## src/rtl/uart_transmitter.sv

```systemverilog
// UART transmit stage: a small byte FIFO feeding a start/8N/parity/stop serialiser.
// The bit period is CLKS_PER_BIT system clocks; back-to-back frames leave no idle gap.
module uart_transmitter #(
  parameter int unsigned CLKS_PER_BIT = 1,
  parameter int unsigned DEPTH        = 4,
  parameter bit          PARITY_ODD   = 1'b0
) (
  input  logic       clk,
  input  logic       rst,
  input  logic [7:0] data,
  input  logic       wr_en,
  output logic       tx,
  output logic       full,
  output logic       busy,
  output logic       overflow
);

  localparam int unsigned AW = (DEPTH > 1) ? $clog2(DEPTH) : 1;
  localparam int unsigned CW = AW + 1;
  localparam int unsigned BW = (CLKS_PER_BIT > 1) ? $clog2(CLKS_PER_BIT) : 1;

  typedef enum logic [2:0] {StIdle, StStart, StData, StParity, StStop} state_e;

  state_e          state_q, state_d;
  logic [7:0]      mem_q [DEPTH];
  logic [AW-1:0]   wr_ptr_q, rd_ptr_q;
  logic [CW-1:0]   count_q, count_d;
  logic            full_q, busy_q, overflow_q;
  logic            tx_q, tx_d;
  logic [7:0]      shift_q, shift_d;
  logic            parity_q, parity_d;
  logic [2:0]      bit_q, bit_d;
  logic [BW-1:0]   baud_q, baud_d;
  logic            tick, pop, push;
  logic [7:0]      head;

  // Writes are gated by the registered full flag, so a write coinciding with a pop
  // while full is still dropped.
  assign push    = wr_en && !full_q;
  assign head    = mem_q[rd_ptr_q];
  assign tick    = (baud_q == BW'(CLKS_PER_BIT - 1));
  assign count_d = count_q + CW'(push) - CW'(pop);

  assign tx       = tx_q;
  assign full     = full_q;
  assign busy     = busy_q;
  assign overflow = overflow_q;

  // State register
  always_ff @(posedge clk) begin
    if (rst) begin
      state_q <= StIdle;
    end else begin
      state_q <= state_d;
    end
  end

  // Next-state logic
  always_comb begin
    state_d = state_q;
    case (state_q)
      StIdle:   if (count_q != '0) state_d = StStart;
      StStart:  if (tick) state_d = StData;
      StData:   if (tick && bit_q == 3'd7) state_d = StParity;
      StParity: if (tick) state_d = StStop;
      StStop:   if (tick) state_d = (count_q != '0) ? StStart : StIdle;
      default:  state_d = StIdle;
    endcase
  end

  // Datapath and line output next values
  always_comb begin
    tx_d     = tx_q;
    shift_d  = shift_q;
    parity_d = parity_q;
    bit_d    = bit_q;
    baud_d   = tick ? '0 : baud_q + BW'(1);
    pop      = 1'b0;
    case (state_q)
      StIdle: begin
        tx_d   = 1'b1;
        baud_d = '0;
        if (count_q != '0) begin
          pop      = 1'b1;
          shift_d  = head;
          parity_d = (^head) ^ PARITY_ODD;
          tx_d     = 1'b0;
        end
      end
      StStart: begin
        if (tick) begin
          tx_d  = shift_q[0];
          bit_d = 3'd0;
        end
      end
      StData: begin
        if (tick) begin
          if (bit_q == 3'd7) begin
            tx_d = parity_q;
          end else begin
            shift_d = shift_q >> 1;
            tx_d    = shift_q[1];
            bit_d   = bit_q + 3'd1;
          end
        end
      end
      StParity: begin
        if (tick) tx_d = 1'b1;
      end
      StStop: begin
        if (tick) begin
          if (count_q != '0) begin
            pop      = 1'b1;
            shift_d  = head;
            parity_d = (^head) ^ PARITY_ODD;
            tx_d     = 1'b0;
          end else begin
            tx_d = 1'b1;
          end
        end
      end
      default: tx_d = 1'b1;
    endcase
  end

  always_ff @(posedge clk) begin
    if (push) mem_q[wr_ptr_q] <= data;
  end

  always_ff @(posedge clk) begin
    if (rst) begin
      wr_ptr_q   <= '0;
      rd_ptr_q   <= '0;
      count_q    <= '0;
      full_q     <= 1'b0;
      busy_q     <= 1'b0;
      overflow_q <= 1'b0;
      tx_q       <= 1'b1;
      shift_q    <= '0;
      parity_q   <= 1'b0;
      bit_q      <= '0;
      baud_q     <= '0;
    end else begin
      if (push) wr_ptr_q <= wr_ptr_q + AW'(1);
      if (pop)  rd_ptr_q <= rd_ptr_q + AW'(1);
      count_q  <= count_d;
      full_q   <= (count_d == CW'(DEPTH));
      busy_q   <= (state_d != StIdle) || (count_d != '0);
      if (wr_en && full_q) overflow_q <= 1'b1;
      tx_q     <= tx_d;
      shift_q  <= shift_d;
      parity_q <= parity_d;
      bit_q    <= bit_d;
      baud_q   <= baud_d;
    end
  end

endmodule

```

## config.mk

```make
export PLATFORM = sky130hd
export DESIGN_NAME = uart_transmitter
export DESIGN_NICKNAME = d
export VERILOG_FILES = /design/src/rtl/uart_transmitter.sv
export SDC_FILE = /design/constraint.sdc
export NUM_CORES = 1
export LEC_CHECK = 0
export CAP_MARGIN = 20
export CORE_ASPECT_RATIO = 0.5
export CORE_UTILIZATION = 50
export CTS_BUF_LIST = sky130_fd_sc_hd__clkbuf_8
export DETAILED_ROUTE_END_ITERATION = 10
export HOLD_SLACK_MARGIN = 0.05
export PLACE_DENSITY = 0.8
export SYNTH_ARGS = -nofsm -noshare
export SYNTH_HDL_FRONTEND = slang
export SYNTH_SLANG_ARGS = --single-unit
```

## constraint.sdc

```tcl
create_clock -name clk -period 3.41 [get_ports clk]
set_input_delay 0.5115 -clock clk [delete_from_list [all_inputs] [get_ports clk]]
set_output_delay 0.5115 -clock clk [all_outputs]
set_load 0.03 [all_outputs]
```

==> flow_summary_export.csv <==
group,metric,value,unit
status,outcome,"finished clean",
pwr,peakVddDrop,322,uV
global_route,antenna_found_initial,0,
synthesis,synth_cells,203,
worst_setup_path,start_kind,"flip-flop",
timing,post-route-min-period,2.58,ns
timing,tightest_slew,0.982,ns
synthesis,synth-async-reset-ratio,0,
timing,maxSlewHeadroom,0.343,
detailed_routing,wl_met2,2100,um
worst_setup_path,timing.rr.end,"busy$_SDFF_PP0_",
detailed_routing,drt_drc_violations_left,0,
detailed_routing,wl_met3,115,um
final_layout,drive_above_1_share,0.116,
synthesis,netlist_area,2630,um^2
timing,fin_worst_skew,0.00556,ns
placed_design,gp_congestion,0.758,
global_route,grt_util_all_layers,0.175,
global_route,grt_overflow,0,
final_layout,final_cell_area,3000,um^2
worst_setup_path,setup.worst_path.class,"flip-flop to flip-flop",
timing,fmax,0.388,GHz
hold_path,hp-start,"bit_q[1]$_SDFFE_PP0P_",
die,dieArea,5570,um^2
synthesis,ys_warn_count,0,
die,die_y,53.3,um
final_layout,seq_area,1540,um^2
worst_setup_path,crit_start,"state_q[2]$_SDFF_PP0_",
timing,slew_viol_final,0,
synthesis,synth-edff-count,32,
placed_design,place_hpwl,2870,um
synthesis,syn-num-nets,223,
die,start_util,0.526,
detailed_routing,dr.pass1.iters,4,
clock_network,cts_tree,"done",
placed_design,post_dp_cell_area,2820,um^2
worst_setup_path,reg2reg_slack,0.83,ns
global_route,grt_pass1_vias,1537,
worst_setup_path,cp_max_fo,13,
worst_setup_path,end_kind,"flip-flop",
hold_path,holdCritPathClass,"flip-flop to flip-flop",
die,core,5000,um^2
clock_network,clkTransAtPathRegs,0.06,ns
pwr,finalPower,2.51,mW
timing,hold_viol,0,
detailed_routing,drt_iter0_markers,62,
final_layout,finalNetCount,239,
clock_network,cts_resized,0,
worst_setup_path,rr_worst_depth,9,
detailed_routing,wire_per_inst,14.7,um
clock_network,root_buffer,"clkbuf_8",
clock_network,cts.hold.buffers_added,0,
detailed_routing,drt-total-wl,4310,um
timing,rsz0062_at_grt,"false",
final_layout,finalNonFillerCells,294,
hold_path,hold-path-cell-count,2,
clock_network,post-cts-setup-buffer-count,0,
placed_design,placed_cells,278,
synthesis,ys_seq_elements,61,
synthesis,synth.avg_cell_area,13.0,um^2
detailed_routing,routed.top_layer,"met4",
die,fp-row-count,18,
detailed_routing,drt-met1-wl,2080,um
worst_setup_path,worstPathArrival,2.74,ns
final_layout,area_growth_syn_to_layout,13.9,%
worst_setup_path,critPathRequiredTime,3.57,ns
worst_setup_path,timing.rr.start,"state_q[2]$_SDFF_PP0_",
detailed_routing,ant_nets,0,
flow_run,max_cap_viol_count,0,
clock_network,clk_path_buf_depth,2,
pwr,power_density,836,nW/um^2
timing,post-route-period-util,0.756,
detailed_routing,vias,1551,
final_layout,diodes,0,
final_layout,fill_cells,382,
clock_network,clkLatencyLatePin,0.32,ns
clock_network,clock-sinks,61,
global_route,grt_max_degree,27,
detailed_routing,viasPerCell,5.28,
synthesis,synth_flop_cell,"edfxtp_1",
synthesis,yosysSeqAreaShare,0.586,
placed_design,io_buffers,14,
final_layout,layout_common_cells,"edfxtp_1 (32), dfxtp_1 (29), nor2_1 (23), clkdlybuf4s50_1 (14), xnor2_1 (12)",
clock_network,htree_levels,3,
timing,fin_setup_tns,0,ns
final_layout,final_common_cell,"edfxtp_1",
pwr,leakagePower,1.03,nW
die,die_w,105,um
timing,timing.hold.ws,0.462,ns
timing,setup_viol_count_final,0,
hold_path,holdPathEnd,"bit_q[1]$_SDFFE_PP0P_",
clock_network,numCtsBuffers,9,
synthesis,synthDistinctLibCells,39,
global_route,grt_pass1_wl,7000,um
die,io_pins,15,
final_layout,multi_input_area,993,um^2
==> report_power, final <==
part	switching (mW)	internal, mW	total [mW]	leakage, nW
sequential	0.119	0.933	1.05	0.532
combinational	0.440	0.430	0.871	0.405
clock	0.256	0.326	0.582	0.0929
total	0.816	1.69	2.50	1.03
==> critical path, cell delays in order (launching register included) <==
cell and delay [ns]:
dfxtp_1 0.45, a2111oi_4 0.58, ha_1 0.21, inv_1 0.04
ha_1 0.18, fa_1 0.37, xnor2_1 0.19, xnor2_1 0.10
nor3b_1 0.20, a31oi_1 0.10
==> worst max path at each step <==
stage                 endpoint  slack [ns]  depth (start not counted)
3_5_place_dp   busy$_SDFF_PP0_        0.56                         11
4_1_cts        busy$_SDFF_PP0_        0.83                          9
6_report       busy$_SDFF_PP0_        0.83                          9
2_1_floorplan  busy$_SDFF_PP0_        0.92                         10
5_1_grt        full$_SDFF_PP0_        0.65                          9
3_3_place_gp   busy$_SDFF_PP0_        0.65                         11
==> kinds of logic after synthesis <==
| logic type | after synthesis | share of synthesized area |
|---|---|---|
| AO/OA/AOI/OAI | 26 | 0.0776 |
| XOR/XNOR | 13 | 0.0433 |
| flip-flops | 61 | 0.586 |
| adder cells (fa/ha/maj) | 9 | 0.0457 |
| multiplexers | 17 | 0.103 |
| buffers and inverters | 20 | 0.0362 |
| other | 1 | 0.00143 |
| AND/OR/NAND/NOR | 56 | 0.107 |
==> layout make-up <==
| cell class | count | area share |
|---|---|---|
| tap | 70 | 0.0292 |
| clock buffer | 9 | 0.0413 |
| timing repair buffer | 17 | 0.0543 |
| sequential | 61 | 0.514 |
| clock inverter | 7 | 0.0192 |
| inverter | 8 | 0.0100 |
| multi-input combinational | 122 | 0.332 |
==> per-layer routing <==
layer / global-route usage / vias up
li1: - / 761
met5: 0 / -
met1: 0.201 / 770
met3: 0.0665 / 2
met2: 0.292 / 18
met4: 0.0905 / 0
==> registers in the layout, indices dropped and copies added (netlist names), named ones only <==
signal    count
mem_q        32
full          1
parity_q      1
tx            1
count_q       3
shift_q       8
overflow      1
bit_q         3
rd_ptr_q      2
state_q       3
busy          1
wr_ptr_q      2
baud_q        1
==> synthesized netlist by cell type (all sizes together) (3+ instances only) <==
| library cell | n | area, um^2 |
|---|---|---|
| a211oi | 8 | 65.1 |
| nand2 | 5 | 18.8 |
| inv | 8 | 30.0 |
| a21oi | 8 | 43.8 |
| clkbuf | 6 | 23.8 |
| ha | 8 | 100 |
| nor2 | 23 | 86.3 |
| nor3 | 4 | 20.0 |
| edfxtp | 32 | 961 |
| nor2b | 6 | 37.5 |
| nand2b | 3 | 18.8 |
| and2 | 5 | 31.3 |
| nand3b | 3 | 22.5 |
| mux2i | 9 | 90.1 |
| mux4 | 8 | 180 |
| buf | 6 | 41.3 |
| dfxtp | 29 | 581 |
| xnor2 | 12 | 105 |
==> metrics by stage <==
stage          setup slack [ns]   util
5_1_grt                   0.649  0.599
3_5_place_dp              0.564  0.563
6_report                  0.832  0.599
4_1_cts                   0.834  0.599
3_3_place_gp              0.652  0.563
2_1_floorplan             0.917      -
No activity file was read; power rests on OpenSTA's default activity.
